File: src/rtl/intr_ctrl_pkg.sv
// Shared definitions for the interrupt controller: FSM state
// encodings and system register numbers used by processor decode.
package intr_ctrl_pkg;

    typedef enum logic [1:0] {
        ST_IDLE = 2'b00,
        ST_REQ  = 2'b01,
        ST_SVC  = 2'b10
    } intr_state_t;

    // System register numbers, shared with the processor decode.
    localparam logic [1:0] SREG_SCS = 2'd0;
    localparam logic [1:0] SREG_SIH = 2'd1;
    localparam logic [1:0] SREG_SRA = 2'd2;
    localparam logic [1:0] SREG_SII = 2'd3;

    localparam int unsigned NSRC_DEFAULT   = 4;
    localparam int unsigned IDBITS_DEFAULT = 2;
    localparam int unsigned DBITS_DEFAULT  = 16;

endpackage

File: src/rtl/intr_ctrl_if.sv
// Interrupt handshake between controller (master) and pipeline (slave).
// Signals: intr_req, intr_id, sii_out, in_service (controller driven),
// intr_ack, reti (pipeline driven pulses).
interface intr_ctrl_if #(
    parameter int IDBITS = 2,
    parameter int DBITS  = 16
) ();
    logic              intr_req;
    logic              intr_ack;
    logic              reti;
    logic [IDBITS-1:0] intr_id;
    logic [DBITS-1:0]  sii_out;
    logic              in_service;

    modport master (
        output intr_req,
        output intr_id,
        output sii_out,
        output in_service,
        input  intr_ack,
        input  reti
    );

    modport slave (
        input  intr_req,
        input  intr_id,
        input  sii_out,
        input  in_service,
        output intr_ack,
        output reti
    );
endinterface

File: src/rtl/intr_ctrl_prio_enc.sv
// Fixed-priority encoder, lowest set index wins.
// Ports: vec (NSRC request bits) -> idx (winner), valid (any set).
module intr_ctrl_prio_enc #(
    parameter int NSRC   = 4,
    parameter int IDBITS = 2
) (
    input  logic [NSRC-1:0]   vec,
    output logic [IDBITS-1:0] idx,
    output logic              valid
);
    // Scan downward so the lowest set index is the last assignment.
    always_comb begin
        idx   = '0;
        valid = 1'b0;
        for (int i = NSRC - 1; i >= 0; i--) begin
            if (vec[i]) begin
                idx   = IDBITS'(i);
                valid = 1'b1;
            end
        end
    end
endmodule

File: src/rtl/intr_ctrl.sv
// Interrupt controller: edge capture, pending/mask registers and the
// request/acknowledge/return FSM toward the pipeline.
// Ports: clk, reset (sync, active high), irq, ie, mask_we, mask_din,
// pending (raw), bus (intr_ctrl_if.master handshake).
module intr_ctrl
    import intr_ctrl_pkg::*;
#(
    parameter int NSRC   = 4,
    parameter int IDBITS = 2,
    parameter int DBITS  = 16
) (
    input  logic            clk,
    input  logic            reset,
    input  logic [NSRC-1:0] irq,
    input  logic            ie,
    input  logic            mask_we,
    input  logic [NSRC-1:0] mask_din,
    output logic [NSRC-1:0] pending,
    intr_ctrl_if.master     bus
);
    intr_state_t       state;
    logic [NSRC-1:0]   irq_q;
    logic [NSRC-1:0]   pend_q;
    logic [NSRC-1:0]   mask;
    logic [NSRC-1:0]   irq_edge;
    logic [NSRC-1:0]   eligible;
    logic [NSRC-1:0]   ack_clr;
    logic [IDBITS-1:0] intr_id_q;
    logic [IDBITS-1:0] win_id;
    logic              win_valid;
    logic              req_q;
    logic              svc_q;

    assign irq_edge = irq & ~irq_q;
    assign eligible = pend_q & mask;

    // Only an acknowledge taken in REQ retires the pending bit.
    always_comb begin
        ack_clr = '0;
        if (state == ST_REQ && bus.intr_ack)
            ack_clr[intr_id_q] = 1'b1;
    end

    intr_ctrl_prio_enc #(
        .NSRC   (NSRC),
        .IDBITS (IDBITS)
    ) u_prio (
        .vec   (eligible),
        .idx   (win_id),
        .valid (win_valid)
    );

    // irq_q resets high so lines already asserted never look like edges.
    always_ff @(posedge clk) begin
        if (reset) begin
            irq_q  <= '1;
            pend_q <= '0;
            mask   <= '0;
        end else begin
            irq_q  <= irq;
            pend_q <= (pend_q & ~ack_clr) | irq_edge;
            if (mask_we)
                mask <= mask_din;
        end
    end

    always_ff @(posedge clk) begin
        if (reset) begin
            state     <= ST_IDLE;
            intr_id_q <= '0;
            req_q     <= 1'b0;
            svc_q     <= 1'b0;
        end else begin
            unique case (state)
                ST_IDLE: begin
                    if (ie && win_valid) begin
                        state     <= ST_REQ;
                        req_q     <= 1'b1;
                        intr_id_q <= win_id;
                    end
                end
                ST_REQ: begin
                    if (bus.intr_ack) begin
                        state <= ST_SVC;
                        req_q <= 1'b0;
                        svc_q <= 1'b1;
                    end else if (!ie || !mask[intr_id_q]) begin
                        state <= ST_IDLE;
                        req_q <= 1'b0;
                    end
                end
                ST_SVC: begin
                    if (bus.reti) begin
                        state <= ST_IDLE;
                        svc_q <= 1'b0;
                    end
                end
                default: begin
                    state <= ST_IDLE;
                    req_q <= 1'b0;
                    svc_q <= 1'b0;
                end
            endcase
        end
    end

    assign pending        = pend_q;
    assign bus.intr_req   = req_q;
    assign bus.in_service = svc_q;
    assign bus.intr_id    = intr_id_q;
    assign bus.sii_out    = {{(DBITS-IDBITS){1'b0}}, intr_id_q};
endmodule
File: src/flat_wrapper.sv
// flat-port wrapper written by rule: the top's interface ports become plain ports
module intr_ctrl_flat import intr_ctrl_pkg::*;
#(
    parameter int NSRC   = 4,
    parameter int IDBITS = 2,
    parameter int DBITS  = 16
)
  (clk, reset, irq, ie, mask_we, mask_din, pending, bus_intr_req, bus_intr_id, bus_sii_out, bus_in_service, bus_intr_ack, bus_reti);
  intr_ctrl_if #(.IDBITS(IDBITS), .DBITS(DBITS)) bus_i ();
  input  logic clk;
  input  logic reset;
  input  logic [NSRC-1:0] irq;
  input  logic ie;
  input  logic mask_we;
  input  logic [NSRC-1:0] mask_din;
  output logic [NSRC-1:0] pending;
  output wire logic [$bits(bus_i.intr_req)-1:0] bus_intr_req;
  output wire logic [$bits(bus_i.intr_id)-1:0] bus_intr_id;
  output wire logic [$bits(bus_i.sii_out)-1:0] bus_sii_out;
  output wire logic [$bits(bus_i.in_service)-1:0] bus_in_service;
  input wire logic [$bits(bus_i.intr_ack)-1:0] bus_intr_ack;
  input wire logic [$bits(bus_i.reti)-1:0] bus_reti;
  assign bus_intr_req = bus_i.intr_req;
  assign bus_intr_id = bus_i.intr_id;
  assign bus_sii_out = bus_i.sii_out;
  assign bus_in_service = bus_i.in_service;
  assign bus_i.intr_ack = bus_intr_ack;
  assign bus_i.reti = bus_reti;
  intr_ctrl #(.NSRC(NSRC), .IDBITS(IDBITS), .DBITS(DBITS)) u_core (.clk(clk), .reset(reset), .irq(irq), .ie(ie), .mask_we(mask_we), .mask_din(mask_din), .pending(pending), .bus(bus_i));
endmodule
File: config.mk
export PLATFORM = sky130hd
export DESIGN_NAME = intr_ctrl_flat
export DESIGN_NICKNAME = d
export VERILOG_FILES = /design/src/rtl/intr_ctrl_pkg.sv /design/src/rtl/intr_ctrl_if.sv /design/src/rtl/intr_ctrl_prio_enc.sv /design/src/rtl/intr_ctrl.sv /design/src/flat_wrapper.sv
export SDC_FILE = /design/constraint.sdc
export NUM_CORES = 1
export LEC_CHECK = 0
export BUFFER_PORTS_ARGS = -buffer_cell sky130_fd_sc_hd__buf_2
export CAP_MARGIN = 5
export CORE_MARGIN = 2
export CORE_UTILIZATION = 32
export DETAILED_ROUTE_END_ITERATION = 7
export PLACE_DENSITY = 0.67
export SLEW_MARGIN = 15
export SYNTH_ARGS = -nofsm -noshare
export SYNTH_HDL_FRONTEND = slang
export SYNTH_SLANG_ARGS = --single-unit
File: constraint.sdc
create_clock -name clk -period 3 [get_ports clk]
set_input_delay 0.6 -clock clk [delete_from_list [all_inputs] [get_ports clk]]
set_output_delay 0.6 -clock clk [all_outputs]
set_load 0.05 [all_outputs]
==> Word-level counts from Yosys, hierarchy flattened <==
Index checks and enable logic that the tools add are counted.
{ "classes": {"n_addsub": 0, "multipliers": 0, "div": 0, "n_lt_le_gt_ge": 2, "eq_ne": 6, "shift": 0, "n_mux": 25, "bitwise": 8, "reduce_logical": 11} }
{ "ops": {"columns": ["operator", "count"], "rows": [
  ["$mux 2", 8],
  ["$and 4x4->4", 3],
  ["$mux 1", 11],
  ["$reduce_and 3->1", 3],
  ["$not 4->4", 2],
  ["$pmux 1 s3", 2],
  ["$pmux 2 s3", 1],
  ["$mux 4", 1],
  ["$ne 2x2->1 const B", 2],
  ["$or 4x4->4", 1],
  ["$logic_and 1x1->1", 3],
  ["$lt 2x3->1 const B", 1],
  ["$ne 3x3->1 const B", 1],
  ["$bmux 1 s2", 1],
  ["$demux 1 s2", 1],
  ["$eq 2x1->1 const B", 1],
  ["$eq 2x2->1 const B", 1],
  ["$ge 2x1->1 const B", 1],
  ["$logic_not 1->1", 2],
  ["$logic_not 2->1", 1],
  ["$ne 2x1->1 const B", 1],
  ["$not 1->1", 2],
  ["$reduce_and 2->1", 1],
  ["$logic_or 1x1->1", 1]
]} }
{ "word_totals": {"ff_bits": 18, "latch_bits": 0, "ramBits": 0, "rom_bits": 0, "inputBits": 14, "output_inout_bits": 24, "memories": 0} }

==> Longest topological paths before layout <==
Gate-level depths: netlist of run 1.
{ "logic_depth": {"depth_word": 8, "depth_mapped": 4, "mapped_depth_nobuf": 4} }

==> Cells and area by module <==
A second synthesis of run 1 with hierarchy kept.
{ "unflattened": {"hier_cells": 98, "hier_area_um2": 875.8} }
{ "modules_own_cells": {"columns": ["mod", "n_inst", "cells_per_inst", "area_each_um2"], "rows": [
  ["intr_ctrl", 1, 91, 840.8],
  ["intr_ctrl_prio_enc", 1, 7, 35.0]
]} }

==> Worst setup path after synthesis of run 1 <==
OpenSTA, ideal clock, no wires.
{ "synth_path": {"kind": "register to register", "from": "reg u_core.intr_id_q[0], in the netlist u_core.bus.intr_id[0]", "to": "reg u_core.req_q, in the netlist u_core.bus.intr_req", "arrival_ns": 1.657, "t_required_ns": 2.867, "path_slack_ns": 1.210, "path_stages_with_launch": 5, "path_buffers": 0, "period_less_slack_ns": 1.790, "cell_sequence": "dfxtp_1 -> mux4_2 -> and4bb_1 -> o21ai_1 -> a21oi_1"} }
{ "synth_between": {"elab_chain_cells": 6} }
{ "synth_lines": {"columns": ["element", "line_no", "text"], "rows": [
  ["start: declaration", "intr_ctrl.sv:28", "logic [IDBITS-1:0] intr_id_q;"],
  ["start signal: assignment", "intr_ctrl.sv:79", "intr_id_q <= win_id;"],
  ["$bmux 1 s2", "intr_ctrl.sv:87", "end else if (!ie || !mask[intr_id_q]) begin"],
  ["$mux 1 (not written as such)", "intr_ctrl.sv:87", null],
  ["$logic_not 1->1", "intr_ctrl.sv:87", null],
  ["$logic_or 1x1->1", "intr_ctrl.sv:87", null],
  ["$ne 3x3->1 (no source line)", null, null],
  ["$reduce_and 3->1 (no source line)", null, null],
  ["end signal: assignment", "intr_ctrl.sv:85", "req_q <= 1'b0;"],
  ["end signal: assignment", "intr_ctrl.sv:89", "req_q <= 1'b0;"],
  ["end signal: assignment", "intr_ctrl.sv:100", "req_q <= 1'b0;"],
  ["end: declaration", "intr_ctrl.sv:31", "logic req_q;"]
]} }
Every way passes these cells. The select of a mux whose other input is x is not followed.
A chain may end at the register's enable or synchronous reset.

==> Worst setup path in the final report of run 1 <==
{ "layout_path": {"from": "reg u_core.intr_id_q[0], in the netlist u_core.bus.intr_id[0]", "to": "out bus_sii_out[0]"} }
{ "layout_rtl": {"columns": ["element", "line_no", "text"], "rows": [
  ["end: declaration", "flat_wrapper.sv:19", "output wire logic [$bits(bus_i.sii_out)-1:0] bus_sii_out;"]
]} }
No word-level cell between the ends.

==> implementation parameters, run 1 <==
Parameter                              Value

Run status
  Outcome ... completed

Critical path
  Capturing instance or port of the critical path ... bus_sii_out[0]
  Maximum fanout encountered on the critical timing path ... 8
  CP Depth ... 1
  Minimum setup slack among reg-to-reg paths ... roughly 1500 ps
  Launching instance or port of the critical path ... u_core.bus.intr_id[0]
  Crit path largest cell delay ... just under 500 ps
  Buffering stage count on the worst path with inverters included ... 1
  Reg-to-Reg End ... u_core.bus.intr_req
  Critical path start-end classification ... flip-flop to output port
  Standard cell with the maximum stage delay on the critical path ... sky130_fd_sc_hd__dfxtp_1
  Critical register-to-register path startpoint ... u_core.bus.intr_id[0]
  Cell family with most CP delay ... flip-flops
  List of cells traversed by the critical path ... buf_2
  Number of cell instances on the worst register-to-register path ... 4
  Data required time of the worst path ... 2400 ps
  Element type at the critical path end ... output port
  Startpoint Class ... flip-flop
  Arrival time at the worst endpoint ... 1110 ps

Cells and area
  Final layout net count ... 129
  P&R area growth vs syn ... 12.7%
  Antenna diodes ... 0
  Share of cells above drive strength 1 ... 0.289
  Count of fill cells added during filler insertion ... 270

Pwr
  Static Leakage ... 0.443 nW
  VDD IR max ... 0.399 mV
  P per Cell Area ... 529 mW/mm^2

Clock tree
  Cts bufs inserted ... 3
  Clock root buffer master ... sky130_fd_sc_hd__clkbuf_4
  Quantity of hold-fixing buffers added after cts ... 0
  Skew-Pair Late Insertion Delay ... 290 ps
  Total number of clock tree sinks ... 18
  Number of setup buffers added after CTS ... 0
  Number of levels the H-tree was split into ... 1
  TritonCTS clock tree ... yes
  Post-CTS resize count ... 0
  Clock slew at the register clock pins of the worst setup and hold paths ... 100 ps
  Clk buf depth ... 2

Global route
  Total overflow reported by the global router ... 0
  Initial antenna violation count ... 0
  GRT Total Usage ... 0.112
  Largest net degree at the start of global routing ... 20
  Via count of the first global-routing pass ... 539
  Wire length of the first global-routing pass ... about 2400 um

Routing
  Vias ... around 650
  Remaining antenna violation count ... 0
  Wirelength per Cell ... 10.6 um
  Final Routed Wirelength ... 1530 um
  Total iterations of the first detailed-routing run ... 4
  Post-route DRC violation count ... 0
  Avg Vias per Cell ... 4.54
  Violation count after the first detailed-route iteration ... 15

Synth
  Area contributors post-synth ... sky130_fd_sc_hd__dfxtp_1 (43%), sky130_fd_sc_hd__buf_4 (14%), sky130_fd_sc_hd__mux2i_1 (6.0%)
  Top-area cell type share of the netlist area ... 0.430
  Gate count of the mapped netlist ... 93
  Register area share after synthesis ... 0.430
  Yosys warns ... 0
  Syn avg cell area ... 9.01 um^2
  Total standard cell area after synthesis ... ~840 um^2
  Number of distinct library cells after synthesis ... 26
  Library cell occupying the most area in the post-synthesis netlist ... sky130_fd_sc_hd__dfxtp_1
  Seq cells post-synth ... 18

Die
  Effective utilization at floorplan ... 0.338
  Horiz. Die Dim ... 55.2 um
  Core area ... 0.00248 mm^2
  Number of top-level design ports ... 38
  Row count ... 18
  Total Die Area ... 0.00305 mm^2
  Die height ... between 50 and 60 um

Timing
  Part of the cycle the worst path needs ... 0.571
  Final slew viol count ... 0
  Final setup violation count ... 0
  Maximum operating frequency ... 584 MHz
  Setup total negative slack ... 0 ps
  Final worst-path setup slack ... 1290 ps
  Minimum period implied by the final worst setup slack ... 1710 ps
  Final hold violations ... 0
  Clk_skew ... 1.95 ps
  Unrepaired setup endpoints after global routing ... false

Placement
  DP Wirelength ... 1180 um
  Post-placement setup slack ... around 1500 ps
  IO buf count ... 23
  GP Congestion ... 0.755

Job
  Max-Cap Viols ... 0

Min path
  Path class of the lowest-slack min-delay path ... flip-flop to flip-flop
## layer usage
metal,up-vias,GRT usage,part of all wire
met2,37,0.177,0.42
met3,2,0.0591,0.13
met5,-,0,0
li1,327,-,-
met4,0,0.0244,0.0079
met1,288,0.136,0.45
## metrics by stage
step	area (um^2)	hold WS (ps)	util	power, mW	cells
2_1_floorplan	887	462	-	0.355	106
3_3_place_gp	908	476	0.367	0.357	140
3_5_place_dp	908	477	0.367	0.359	140
6_report	945	483	0.381	0.500	144
4_1_cts	945	485	0.381	0.507	144
5_1_grt	945	492	0.381	0.523	144
## registers in the layout, summed over array words and instances (netlist names)
register               cells
u_core.mask                4
u_core.pending             4
u_core.bus.in_service      1
u_core.bus.intr_req        1
u_core.irq_q               4
u_core.state               2
u_core.bus.intr_id         2
## cells in the mapped netlist (all sizes together)
library cell	count
a311oi	1
mux4	1
inv	2
or2b	1
nor2b	3
and4bb	1
clkbuf	3
o21ai	3
dfxtp	18
or2	4
conb	1
a21oi	8
nand2	5
nand2b	1
a211o	1
nand3	2
mux2i	5
nor2	12
a22o	1
a32oi	1
and3b	1
buf	16
nor3b	1
a221oi	1
## logic make-up (layout without fill, tap and decap cells)
| family | after synthesis | in the layout | synth area share |
|---|---|---|---|
| AND/OR/NAND/NOR | 31 | 31 | 0.191 |
| buffers and inverters | 21 | 29 | 0.166 |
| flip-flops | 18 | 18 | 0.430 |
| AO/OA/AOI/OAI | 16 | 16 | 0.122 |
| multiplexers | 6 | 6 | 0.0866 |
| other | 1 | 14 | 0.00447 |
## report_power, final
group,switching (mW),total (mW),internal [mW]
Clock,0.0729,0.147,0.0741
Combinational,0.0732,0.0950,0.0218
Sequential,0.00850,0.258,0.250
## cells in the final DEF (no fill, tap or decap), drive strengths merged
master  instances
and4bb          1
or2             4
nand3           2
nor2           12
o21ai           3
mux2i           5
or2b            1
buf            23
clkbuf          4
nand2b          1
a21oi           8
dfxtp          18
a22o            1
a32oi           1
a211o           1
and3b           1
a311oi          1
mux4            1
nand2           5
nor3b           1
nor2b           3
conb           14
a221oi          1
inv             2
## worst min path at each step
| stage | startpoint | to | slack [ps] | cells past startpoint |
|---|---|---|---|---|
| 3_3_place_gp | u_core.bus.intr_req | u_core.bus.intr_req | 480 | 2 |
| 6_report | u_core.irq_q[2] | u_core.pending[2] | 480 | 2 |
| 3_5_place_dp | u_core.irq_q[2] | u_core.pending[2] | 480 | 2 |
| 5_1_grt | irq[3] | u_core.irq_q[3] | 490 | 2 |
| 4_1_cts | irq[0] | u_core.irq_q[0] | 490 | 2 |
| 2_1_floorplan | u_core.irq_q[2] | u_core.pending[2] | 460 | 2 |
## area by class of cell
class | count | area, um^2 | share of cell area
inverters | 2 | 7.51 | 0.00795
well taps | 30 | 37.5 | 0.0397
flip-flops and latches | 18 | 360 | 0.381
repair buffers | 23 | 115 | 0.122
multi-input cells | 67 | 388 | 0.411
clock buffers | 4 | 36.3 | 0.0384
(Power assumes the default switching activity.)
==> run 2: changes to the inputs <==
--- a/config.mk
+++ b/config.mk
@@ -5,12 +5,13 @@
 export SDC_FILE = /design/constraint.sdc
 export NUM_CORES = 1
 export LEC_CHECK = 0
+export ABC_AREA = 1
 export BUFFER_PORTS_ARGS = -buffer_cell sky130_fd_sc_hd__buf_2
 export CAP_MARGIN = 5
 export CORE_MARGIN = 2
 export CORE_UTILIZATION = 32
 export DETAILED_ROUTE_END_ITERATION = 7
-export PLACE_DENSITY = 0.67
+export PLACE_DENSITY = 0.69
 export SLEW_MARGIN = 15
 export SYNTH_ARGS = -nofsm -noshare
 export SYNTH_HDL_FRONTEND = slang
==> constraint.sdc (replaced) <==
create_clock -name clk -period 1.5 [get_ports clk]
set_input_delay 0.3 -clock clk [delete_from_list [all_inputs] [get_ports clk]]
set_output_delay 0.3 -clock clk [all_outputs]
set_load 0.05 [all_outputs]
==> run 2 against run 1 <==
  * Sequential power is 100% higher
  * Clock power is 97% higher
  * Clock skew is 1.1 ps higher
  * Global-route usage is 0.17 points lower
  * Worst hold slack worse by 290 ps
  * Non-clock buffer count stayed put
  * Register-to-register slack worse by 1100 ps
  * Critical path depth stayed put
  * Synthesized cell count is 28% higher
  * Critical path type unchanged
  * Critical endpoint unchanged
==> implementation parameters, run 2 <==
Parameter                              Value

Synth
  Syn avg cell area ... 7.45 um^2 (-17%)
  Seq cells post-synth ... 18 (unchanged)
  Most used standard cells in the synthesized netlist ... sky130_fd_sc_hd__nand2_1 (26), sky130_fd_sc_hd__dfxtp_1 (18), sky130_fd_sc_hd__buf_4 (17)
  Register area share after synthesis ... 0.406 (-0.0236)
  Share of synthesized flip-flops with an asynchronous set or reset ... 0 (unchanged)
  Yosys warns ... 0 (unchanged)
  Count of flip-flops with a built-in enable after synthesis ... 0 (unchanged)
  Library cell occupying the most area in the post-synthesis netlist ... sky130_fd_sc_hd__dfxtp_1
  Gate count of the mapped netlist ... 119 (+28%)
  Most used standard cell by instance count after synthesis ... sky130_fd_sc_hd__nand2_1
  Total standard cell area after synthesis ... 887 um^2 (+5.8%)
  Most used flip-flop cell after synthesis ... sky130_fd_sc_hd__dfxtp_1
  Top-area cell type share of the netlist area ... 0.406 (-0.0236)
  Area contributors post-synth ... sky130_fd_sc_hd__dfxtp_1 (41%), sky130_fd_sc_hd__buf_4 (14%), sky130_fd_sc_hd__nand2_1 (11%)
  Number of distinct library cells after synthesis ... 18 (-31%)

Routing
  Final Routed Wirelength ... 1660 um (+8.8%)
  Avg Vias per Cell ... 4.45 (-2.0%)
  Vias ... 770 (+18%)
  Wirelength per Cell ... 9.61 um (-9.5%)
  Violation count after the first detailed-route iteration ... 14 (-1)
  Remaining antenna violation count ... 0 (unchanged)
  Total iterations of the first detailed-routing run ... 4 (unchanged)
  Post-route DRC violation count ... 0 (unchanged)

Global route
  Wire length of the first global-routing pass ... 2830 um (+18%)
  Total overflow reported by the global router ... 0 (unchanged)
  Largest net degree at the start of global routing ... 12 (-40%)
  Initial antenna violation count ... 0 (unchanged)
  GRT Total Usage ... 0.110 (-0.00170)
  Via count of the first global-routing pass ... 676 (+25%)

Cells and area
  Final layout net count ... 157 (+22%)
  Cell area after layout ... 998 um^2 (+5.7%)
  Count of fill cells added during filler insertion ... 302 (+12%)
  P&R area growth vs syn ... 12.6%
  Most common cell after layout, fill and taps aside ... sky130_fd_sc_hd__nand2_1
  Commonest cells after routing, fill and taps aside ... sky130_fd_sc_hd__nand2_1 (26), sky130_fd_sc_hd__buf_2 (23), sky130_fd_sc_hd__dfxtp_1 (18), sky130_fd_sc_hd__conb_1 (14)
  Share of cells above drive strength 1 ... 0.275 (-0.0148)
  Antenna diodes ... 0 (unchanged)

Critical path
  Crit path largest cell delay ... 500 ps (about the same)
  Arrival time at the worst endpoint ... 1120 ps (about the same)
  Critical path start-end classification ... flip-flop to output port
  List of cells traversed by the critical path ... buf_2
  Cell family with most CP delay ... flip-flops
  Standard cell with the maximum stage delay on the critical path ... sky130_fd_sc_hd__dfxtp_1
  Element type at the critical path end ... output port
  Startpoint Class ... flip-flop
  Data required time of the worst path ... 1200 ps (-1200 ps)
  Maximum fanout encountered on the critical timing path ... 8 (unchanged)
  Buffering stage count on the worst path with inverters included ... 1 (unchanged)

Timing
  Minimum period implied by the final worst setup slack ... 1420 ps
  Maximum operating frequency ... slightly above 700 MHz
  Final hold violations ... 0 (unchanged)
  Final worst-path setup slack ... 81.5 ps (-1210 ps)
  Final slew viol count ... 0 (unchanged)
  Unrepaired setup endpoints after global routing ... false
  Clk_skew ... 3.10 ps (+1.15 ps)
  Part of the cycle the worst path needs ... 0.946
  Setup total negative slack ... 0 ps (unchanged)
  Final setup violation count ... 0 (unchanged)

Clock tree
  Clk buf depth ... 2 (unchanged)
  Clock root buffer master ... sky130_fd_sc_hd__clkbuf_4
  Clock slew at the register clock pins of the worst setup and hold paths ... 100 ps (about the same)
  TritonCTS clock tree ... yes
  Total number of clock tree sinks ... 18 (unchanged)
  Post-CTS resize count ... 0 (unchanged)
  Skew-Pair Late Insertion Delay ... 280 ps (about the same)
  Cts bufs inserted ... 3 (unchanged)
  Number of setup buffers added after CTS ... 0 (unchanged)
  Number of levels the H-tree was split into ... 1 (unchanged)
  Quantity of hold-fixing buffers added after cts ... 0 (unchanged)

Die
  Total Die Area ... 0.00321 mm^2 (+5.4%)
  Row count ... 19 (+1)
  Effective utilization at floorplan ... 0.330 (-0.00816)
  Number of top-level design ports ... 38 (unchanged)
  Die height ... 56.7 um (+2.7%)
  Core area ... 0.00269 mm^2 (+8.4%)
  Horiz. Die Dim ... 56.7 um (+2.7%)

Placement
  Placed standard-cell area ... 962 um^2 (+5.9%)
  DP Wirelength ... 1320 um (+12%)
  IO buf count ... 23 (unchanged)
  GP Congestion ... 0.764 (+1.2%)
  Post-placement setup slack ... 349 ps (-1120 ps)

Min path
  Path class of the lowest-slack min-delay path ... input pin to flip-flop

Pwr
  VDD IR max ... 0.519 mV (+30%)
  P per Cell Area ... 1010 mW/mm^2 (+91%)
  Static Leakage ... 0.502 nW (+13%)
  Total design power ... 1.01 mW (+100%)

Run status
  Outcome ... completed

Job
  Max-Cap Viols ... 0 (unchanged)
==> run 2: cell types whose count changed in the layout (fill, tap and decap cells not counted), moves of 4 or more <==
cell                      change
sky130_fd_sc_hd__inv_1        +7
sky130_fd_sc_hd__mux2i_1      -5
sky130_fd_sc_hd__inv_2        +4
sky130_fd_sc_hd__o31ai_1      +4
sky130_fd_sc_hd__or2_2        -4
sky130_fd_sc_hd__or2_1        +5
sky130_fd_sc_hd__nand2_1     +21
==> run 2: path summary, 6_finish.rpt <==
| kind | from | slack (ps) | cells after the start | endpoint |
|---|---|---|---|---|
| worst max-delay path | u_core.bus.intr_id[0] | 80 | 1 | bus_sii_out[0] |
| worst min-delay path | irq[2] | 190 | 3 | u_core.irq_q[2] |
| worst max register to register | u_core.bus.intr_id[0] | 330 | 9 | u_core.bus.intr_req |
| worst min register to register | u_core.bus.intr_req | 470 | 2 | u_core.bus.intr_req |
==> run 2: cells by family after synthesis <==
kind of cell,share of synthesized area
AOI/OAI and AO/OA,0.133
buffers and inverters,0.199
DFF,0.406
other,0.00423
and+or+nand+nor,0.258
==> run 2: metrics by stage <==
step / util / std cells / hold WS (ps)
4_1_cts: 0.372 / 173 / 178
3_3_place_gp: 0.358 / 169 / 457
2_1_floorplan: - / 132 / 392
5_1_grt: 0.372 / 173 / 195
3_5_place_dp: 0.358 / 169 / 460
6_report: 0.372 / 173 / 189
==> run 2: power breakdown <==
part | switching, mW | total (mW) | internal [mW]
Clock | 0.141 | 0.289 | 0.148
Sequential | 0.0163 | 0.517 | 0.501
Combinational | 0.162 | 0.204 | 0.0419
==> run 2: metal layers <==
layer  wire length (um)  GRT usage
met5                  0          0
met4                 17     0.0510
met3                159     0.0138
met2                795      0.184
met1                689      0.140
==> run 2: layout make-up <==
cell class	instances	area, um^2	area share
clock buffer	4	36.3	0.0363
inverter	13	48.8	0.0489
sequential	18	360	0.361
multi-input combinational	84	399	0.400
timing repair buffer	23	115	0.115
tap	31	38.8	0.0388
